[config.mk]
export PLATFORM = sky130hd
export DESIGN_NAME = lap_timer_ctrl
export DESIGN_NICKNAME = d
export VERILOG_FILES = /design/src/rtl/lap_timer_ctrl.sv
export SDC_FILE = /design/constraint.sdc
export NUM_CORES = 1
export LEC_CHECK = 0
export CAP_MARGIN = 20
export CORE_MARGIN = 2
export CORE_UTILIZATION = 49
export DETAILED_ROUTE_END_ITERATION = 10
export PLACE_DENSITY = 0.74
export SYNTH_ARGS = -nofsm -noshare
export SYNTH_HDL_FRONTEND = slang
export SYNTH_SLANG_ARGS = --single-unit
[constraint.sdc]
create_clock -name pclk -period 5.1 [get_ports pclk]
set_clock_uncertainty 0.05 [all_clocks]
set_input_delay 1.02 -clock pclk [delete_from_list [all_inputs] [get_ports pclk]]
set_output_delay 1.02 -clock pclk [all_outputs]
set_load 0.05 [all_outputs]
[src/rtl/lap_timer_ctrl.sv]
// Race sequencer for the HUD: countdown, lap validation and lap timing in ticks.
// Publishes current/last/best lap times and a lap counter, all registered on pclk.
module lap_timer_ctrl #(
   parameter int TICK_DIV      = 650000,
   parameter int TICKS_PER_SEC = 100,
   parameter int COUNT_SECS    = 3,
   parameter int NUM_LAPS      = 3,
   parameter int TIME_W        = 16
) (
   input  logic              pclk,
   input  logic              rst_n,
   input  logic              start,
   input  logic              abort,
   input  logic              lap_finished,
   input  logic              checkpoints_passed,
   output logic [1:0]        countdown,
   output logic              race_active,
   output logic              race_done,
   output logic              lap_pulse,
   output logic [3:0]        lap_count,
   output logic [TIME_W-1:0] cur_time,
   output logic [TIME_W-1:0] last_time,
   output logic [TIME_W-1:0] best_time
);

   localparam int PW = (TICK_DIV > 1) ? $clog2(TICK_DIV) : 1;
   localparam int SW = (TICKS_PER_SEC > 1) ? $clog2(TICKS_PER_SEC) : 1;
   localparam logic [PW-1:0]     PRESC_MAX = PW'(TICK_DIV - 1);
   localparam logic [SW-1:0]     SEC_MAX   = SW'(TICKS_PER_SEC - 1);
   localparam logic [1:0]        CD_INIT   = 2'(COUNT_SECS);
   localparam logic [3:0]        LAP_LAST  = 4'(NUM_LAPS - 1);
   localparam logic [TIME_W-1:0] TIME_ONES = {TIME_W{1'b1}};

   typedef enum logic [1:0] {
      ST_IDLE      = 2'd0,
      ST_COUNTDOWN = 2'd1,
      ST_RACING    = 2'd2,
      ST_FINISHED  = 2'd3
   } state_t;

   state_t            state_r, state_nx_s;
   logic [PW-1:0]     presc_r, presc_nx_s;
   logic [SW-1:0]     sec_r, sec_nx_s;
   logic              lf_d_r;
   logic              tick_s, lap_valid_s;
   logic [1:0]        countdown_nx_s;
   logic              race_active_nx_s, race_done_nx_s, lap_pulse_nx_s;
   logic [3:0]        lap_count_nx_s;
   logic [TIME_W-1:0] cur_nx_s, last_nx_s, best_nx_s;

   assign tick_s      = ((state_r == ST_COUNTDOWN) || (state_r == ST_RACING)) && (presc_r == PRESC_MAX);
   // Only RACING consults this; a level already high on entry never produces an edge.
   assign lap_valid_s = lap_finished & ~lf_d_r & checkpoints_passed;

   // Next-state and next-output decode; abort overrides everything else.
   always_comb begin
      state_nx_s       = state_r;
      countdown_nx_s   = countdown;
      race_active_nx_s = race_active;
      race_done_nx_s   = race_done;
      lap_pulse_nx_s   = 1'b0;
      lap_count_nx_s   = lap_count;
      cur_nx_s         = cur_time;
      last_nx_s        = last_time;
      best_nx_s        = best_time;
      if (abort) begin
         state_nx_s       = ST_IDLE;
         race_active_nx_s = 1'b0;
         race_done_nx_s   = 1'b0;
         countdown_nx_s   = 2'd0;
         cur_nx_s         = '0;
      end else begin
         case (state_r)
            ST_IDLE, ST_FINISHED: begin
               if (start) begin
                  state_nx_s       = ST_COUNTDOWN;
                  countdown_nx_s   = CD_INIT;
                  race_active_nx_s = 1'b0;
                  race_done_nx_s   = 1'b0;
                  lap_count_nx_s   = 4'd0;
                  cur_nx_s         = '0;
                  last_nx_s        = '0;
                  best_nx_s        = TIME_ONES;
               end else begin
                  state_nx_s = state_r;
               end
            end
            ST_COUNTDOWN: begin
               if (tick_s && (sec_r == SEC_MAX)) begin
                  if (countdown <= 2'd1) begin
                     state_nx_s       = ST_RACING;
                     countdown_nx_s   = 2'd0;
                     race_active_nx_s = 1'b1;
                     cur_nx_s         = '0;
                  end else begin
                     countdown_nx_s = countdown - 2'd1;
                  end
               end else begin
                  countdown_nx_s = countdown;
               end
            end
            ST_RACING: begin
               if (lap_valid_s) begin
                  // The clear wins over a coincident tick; the recorded time is the pre-tick value.
                  last_nx_s      = cur_time;
                  best_nx_s      = (cur_time < best_time) ? cur_time : best_time;
                  cur_nx_s       = '0;
                  lap_count_nx_s = lap_count + 4'd1;
                  lap_pulse_nx_s = 1'b1;
                  if (lap_count == LAP_LAST) begin
                     state_nx_s       = ST_FINISHED;
                     race_active_nx_s = 1'b0;
                     race_done_nx_s   = 1'b1;
                  end else begin
                     state_nx_s = ST_RACING;
                  end
               end else if (tick_s && (cur_time != TIME_ONES)) begin
                  cur_nx_s = cur_time + TIME_W'(1);
               end else begin
                  cur_nx_s = cur_time;
               end
            end
            default: begin
               state_nx_s = ST_IDLE;
            end
         endcase
      end
   end

   // Prescaler and tick-per-second counter, both restarted on every state change.
   always_comb begin
      presc_nx_s = '0;
      sec_nx_s   = '0;
      if (state_nx_s != state_r) begin
         presc_nx_s = '0;
         sec_nx_s   = '0;
      end else if ((state_r == ST_COUNTDOWN) || (state_r == ST_RACING)) begin
         presc_nx_s = tick_s ? '0 : (presc_r + PW'(1));
         if ((state_r == ST_COUNTDOWN) && tick_s) begin
            sec_nx_s = (sec_r == SEC_MAX) ? '0 : (sec_r + SW'(1));
         end else begin
            sec_nx_s = sec_r;
         end
      end else begin
         presc_nx_s = '0;
         sec_nx_s   = '0;
      end
   end

   // State, counters and all outputs are registered here.
   always_ff @(posedge pclk or negedge rst_n) begin
      if (!rst_n) begin
         state_r     <= ST_IDLE;
         presc_r     <= '0;
         sec_r       <= '0;
         lf_d_r      <= 1'b0;
         countdown   <= 2'd0;
         race_active <= 1'b0;
         race_done   <= 1'b0;
         lap_pulse   <= 1'b0;
         lap_count   <= 4'd0;
         cur_time    <= '0;
         last_time   <= '0;
         best_time   <= TIME_ONES;
      end else begin
         state_r     <= state_nx_s;
         presc_r     <= presc_nx_s;
         sec_r       <= sec_nx_s;
         lf_d_r      <= lap_finished;
         countdown   <= countdown_nx_s;
         race_active <= race_active_nx_s;
         race_done   <= race_done_nx_s;
         lap_pulse   <= lap_pulse_nx_s;
         lap_count   <= lap_count_nx_s;
         cur_time    <= cur_nx_s;
         last_time   <= last_nx_s;
         best_time   <= best_nx_s;
      end
   end

endmodule

Word-level counts from Yosys, hierarchy flattened
Index checks and enable logic that the tools add are counted.
Widths: inputs -> output; s select.
{"block": "word_totals", "reg_bits": 87, "input_bits": 6}
{"block": "classes", "magnitude_cmp": 2, "n_addsub": 5, "n_eq_ne": 18, "n_reduce_logical": 16, "muxes": 49, "n_bitwise": 4}
{"op": "$mux 16", "n": 10}
{"op": "$pmux 16 s2", "n": 2}
{"op": "$mux 20", "n": 3}
{"op": "$pmux 16 s3", "n": 1}
{"op": "$mux 7", "n": 4}
{"op": "$add 20x1->20 const B", "n": 1}
{"op": "$eq 20x20->1 const B", "n": 1}
{"op": "$mux 2", "n": 9}
{"op": "$add 16x1->16 const B", "n": 1}
{"op": "$lt 16x16->1", "n": 1}
{"op": "$ne 16x16->1 const B", "n": 1}
{"op": "$mux 1", "n": 13}
{"op": "$reduce_and 4->1", "n": 3}
{"op": "$reduce_and 5->1", "n": 2}
{"op": "$ne 3x2->1 const B", "n": 3}
{"op": "$mux 4", "n": 2}
{"op": "$pmux 4 s2", "n": 1}
{"op": "$add 7x1->7 const B", "n": 1}
{"op": "$eq 7x7->1 const B", "n": 1}
{"op": "$ne 3x3->1 const B", "n": 2}
{"op": "$pmux 2 s3", "n": 1}
{"op": "$reduce_bool 3->1", "n": 2}
{"op": "$add 4x1->4 const B", "n": 1}
{"op": "$eq 2x2->1 const B", "n": 2}
{"op": "other kinds (20)", "n": 26}

Depth between registers and ports, before layout
{"block": "logic_depth", "ltp_word": 9, "depth_mapped": 11, "mapped_depth_nobuf": 8}

Least setup slack after synthesis
OpenSTA, ideal clock, no wires.
{"block": "synth_timing", "path_type": "reg-to-reg", "startpoint": "reg cur_time[11]", "endpoint": "reg best_time[10]", "setup_slack_ns": 2.495, "path_stages_with_launch": 10, "t_required_ns": 4.975, "t_arrival_ns": 2.480, "path_buffers": 2, "setup_ns": 0.075, "cell_sequence": "dfrtp_1 -> ha_1 -> a21oi_1 -> o21ai_0 -> a211o_1 -> a211oi_1 -> o311a_1 -> buf_2 -> buf_4 -> mux2i_1"}
{"block": "synth_via", "elab_chain_len": 3}
{"item": "start, declared", "line_no": "21", "rtl": "output logic [TIME_W-1:0] cur_time,"}
{"item": "start signal, assigned", "line_no": "175", "rtl": "cur_time <= cur_nx_s;"}
{"item": "$lt 16x16->1", "line_no": "106", "rtl": "best_nx_s = (cur_time < best_time) ? cur_time : best_time;"}
{"item": "$ne 2x1->1 (no source line)"}
{"item": "$reduce_and 5->1 (no source line)"}
{"item": "end signal, assigned", "line_no": "177", "rtl": "best_time <= best_nx_s;"}
{"item": "end, declared", "line_no": "23", "rtl": "output logic [TIME_W-1:0] best_time"}
Every way passes these cells.
A chain may end at the register's enable or synchronous reset.

Worst setup path in the final report
{"block": "layout_timing", "startpoint": "in start", "endpoint": "reg best_time[8]"}
{"block": "layout_via", "elab_chain_len": 2}
{"item": "start, declared", "line_no": "12", "rtl": "input logic start,"}
{"item": "$ne 2x2->1 (no source line)"}
{"item": "$reduce_and 5->1 (no source line)"}
Every way passes these cells.

==> flow_summary_export.csv <==
group,metric,value,unit
outcome,status,"finished clean",
critical_path,cp_max_fo,16,
synthesis,synth_top_area_share,36.6,%
global_route,antenna_found_initial,0,
finish,areaGrowthSynthToFinish,20.7,%
route,drt-total-wl,11.1,mm
synthesis,yosys.area.top_type,"dfrtp_1",
synthesis,syn_inst,517,
pwr,power.leakage,2.54,nW
clock_network,cts_tree,"yes",
finish,final_nets,604,
synthesis,yosysWarnings,0,
placed_design,portBuffers,62,
synthesis,yosysUniqueCellTypes,61,
sta,finalSetupTns,0,ns
pwr,power_density,238,mW/mm^2
route,drt_drc_violations_left,0,
clock_network,clock_latency,0.37,ns
floorplanning,design.die.area,0.0107,mm^2
sta,finalSetupViolations,0,
route,antenna_left,0,
finish,num_antenna_cells,0,
critical_path,worstSetupPathType,"input port to flip-flop",
pwr,ir_drop,0.141,mV
critical_path,cp.arrival,3.49,ns
synthesis,ys_ff_latch,87,
synthesis,synth_edf_count,0,
route,drt_pre_antenna_iters,4,
critical_path,rr_endpoint,"best_time[8]",
finish,drive_above_1_share,9.29,%
synthesis,syn_avg_cell_area,9.40,um^2
sta,max_freq,0.307,GHz
synthesis,synthFlopType,"dfrtp_1",
critical_path,r2r-start,"best_time[11]",
sta,slew_viol_final,0,
flow_run,cap_violations,0,
synthesis,synthTopCellsByCount,"dfrtp_1 (71), nor2_1 (61), nand2_1 (56), a21oi_1 (27), inv_1 (26)",
critical_path,r2r_slack,1.96,ns
floorplanning,chipWidth,104,um
critical_path,worstPathRequired,5.33,ns
floorplanning,fp-row-count,36,
sta,fin_crit,3.26,ns
synthesis,synth_area,0.00486,mm^2
placed_design,dp_hpwl,7.79,mm
placed_design,dp_slack,1.49,ns
route,vias,3949,
sta,fin_ws,1.84,ns
sta,post-route-period-util,63.9,%
synthesis,yosysSeqAreaShare,45.2,%
synthesis,async_flop_share,100,%
global_route,grt_pass1_vias,3816,
finish,register_area,0.00220,mm^2
sta,rsz0062_at_grt,"no",
sta,hold_viol,0,
synthesis,syn_nets,545,
global_route,grt_pass1_wl,18.4,mm
route,routedWlPerCell,15.5,um
finish,fillers,805,
clock_network,clk_transition_reported_paths,0.09,ns
worst_hold_path,hold_class,"input port to async pin",
critical_path,r2r_cells,8,
floorplanning,coreArea,0.00968,mm^2
clock_network,clock-sinks,87,
clock_network,ctsHoldBuffers,0,
placed_design,gp_congestion,0.901,
global_route,overflow,0,
clock_network,cts_setup_buffers,0,
sta,maxSlewHeadroom,35.5,%
critical_path,critPathCaptureType,"flip-flop",
floorplanning,die_y,104,um
floorplanning,initial_core_util,50.2,%
clock_network,htree_num_levels,3,
global_route,grt_max_degree,88,
floorplanning,num_io_pins,63,
clock_network,cts_root_buf,"clkbuf_8",
global_route,grt_use_total,21.0,%
critical_path,crit_path_start_kind,"input port",
clock_network,post_cts_resized,0,
critical_path,crit_path_end,"best_time[8]",
synthesis,synth_most_common_cell,"dfrtp_1",
clock_network,clockBufferDepth,2,
critical_path,worstSetupStartpoint,"start",
route,viasPerCell,5.53,
sta,worst_pin_slew,0.967,ns
clock_network,cts_made_buffers,9,
synthesis,synth_area_leaders,"dfrtp_1 (37%), dfstp_2 (8.7%), ha_1 (5.7%)",
route,drt_iter0_drc,152,
finish,multi_input_area,0.00249,mm^2
==> per-stage QoR <==
| step | utilization (%) | hold WS (ns) | area (um^2) | std cells | power (mW) |
|---|---|---|---|---|---|
| 3_3_place_gp | 57.6 | 0.417 | 5580 | 696 | 0.830 |
| 6_report | 60.5 | 0.422 | 5860 | 714 | 1.40 |
| 5_1_grt | 60.5 | 0.411 | 5860 | 714 | 1.45 |
| 3_5_place_dp | 57.6 | 0.429 | 5580 | 696 | 0.832 |
| 4_1_cts | 60.1 | 0.441 | 5820 | 712 | 1.41 |
| 2_1_floorplan | - | 0.402 | 4860 | 517 | 0.793 |
==> cell usage in the layout, fill, tap and decap left out, types with 3 or more instances in the layout <==
master / synthesis / layout
a211oi_1: 5 / 5
a21oi_1: 27 / 27
a22o_1: 8 / 8
and3_1: 9 / 9
and4_1: 4 / 4
buf_4: 3 / 3
bufinv_16: 0 / 3
clkbuf_8: 0 / 9
clkdlybuf4s50_1: 0 / 61
dfrtp_1: 71 / 71
dfstp_2: 16 / 16
ha_1: 22 / 22
inv_1: 26 / 26
mux2i_1: 18 / 18
nand2_1: 56 / 56
nand2b_1: 7 / 7
nand3_1: 20 / 20
nand3b_1: 3 / 3
nand4_1: 11 / 11
nor2_1: 61 / 61
nor2b_1: 17 / 17
nor3_1: 4 / 4
nor3b_1: 3 / 3
nor4_1: 4 / 3
o21ai_0: 21 / 21
o21ai_1: 6 / 6
o31ai_1: 9 / 9
or2_2: 4 / 4
or3_1: 3 / 3
or4_1: 4 / 4
xnor2_1: 10 / 10
xor2_1: 12 / 12
==> how the worst min path moves through the flow <==
stage / startpoint / end / cells after the start
2_1_floorplan: sec_r[6] / sec_r[6] / 1
3_5_place_dp: presc_r[0] / presc_r[0] / 1
5_1_grt: rst_n / last_time[13] / 1
3_3_place_gp: last_time[14] / last_time[14] / 2
6_report: rst_n / last_time[13] / 1
4_1_cts: presc_r[0] / presc_r[0] / 1
==> layout make-up <==
cell class                      instances  share of cell area (%)
Sequential cell                        87                    37.5
Inverter                               26                    1.66
Timing Repair Buffer                   66                    11.5
Clock buffer                           10                    2.18
Multi-Input combinational cell        386                    42.4
Tap cell                              133                    2.84
Clock inverter                          6                    1.88
==> logic make-up (layout without fill, tap and decap cells) <==
kind of cell / Yosys count / count (layout) / share of synthesized area [%]
XOR/XNOR: 22 / 22 / 3.97
buffers and inverters: 44 / 108 / 3.71
AND/OR/NAND/NOR: 227 / 227 / 24.7
AO/OA/AOI/OAI: 96 / 96 / 12.8
adder cells (fa/ha/maj): 22 / 22 / 5.67
multiplexers: 19 / 19 / 3.94
flip-flops: 87 / 87 / 45.2
==> flip-flops by register name (all words and copies together) (netlist names) <==
signal / flops
lap_pulse: 1
state_r: 2
lap_count: 4
race_active: 1
last_time: 16
race_done: 1
cur_time: 16
sec_r: 7
lf_d_r: 1
presc_r: 20
best_time: 16
countdown: 2
==> metal layers <==
metal	routed length, um	track usage (%)	share of wire (%)
met1	4950	26.6	45
met2	5550	36.1	50
met3	420	4.85	3.8
met4	161	6.08	1.5
met5	0	0	0
==> where the power goes <==
part / internal [mW] / switching (mW) / total, mW
Sequential: 0.695 / 0.00590 / 0.701
Combinational: 0.0372 / 0.0828 / 0.120
Clock: 0.325 / 0.252 / 0.576
Total: 1.06 / 0.340 / 1.40
==> critical path: stages <==
cell,delay [ns]
clkdlybuf4s50_1,0.58
and2b_4,0.25
nor3_2,0.26
nand2_1,0.15
nor2_1,0.12
o311a_1,0.82
mux2i_1,0.29
Note: power is estimated with default switching activity, not from simulation.
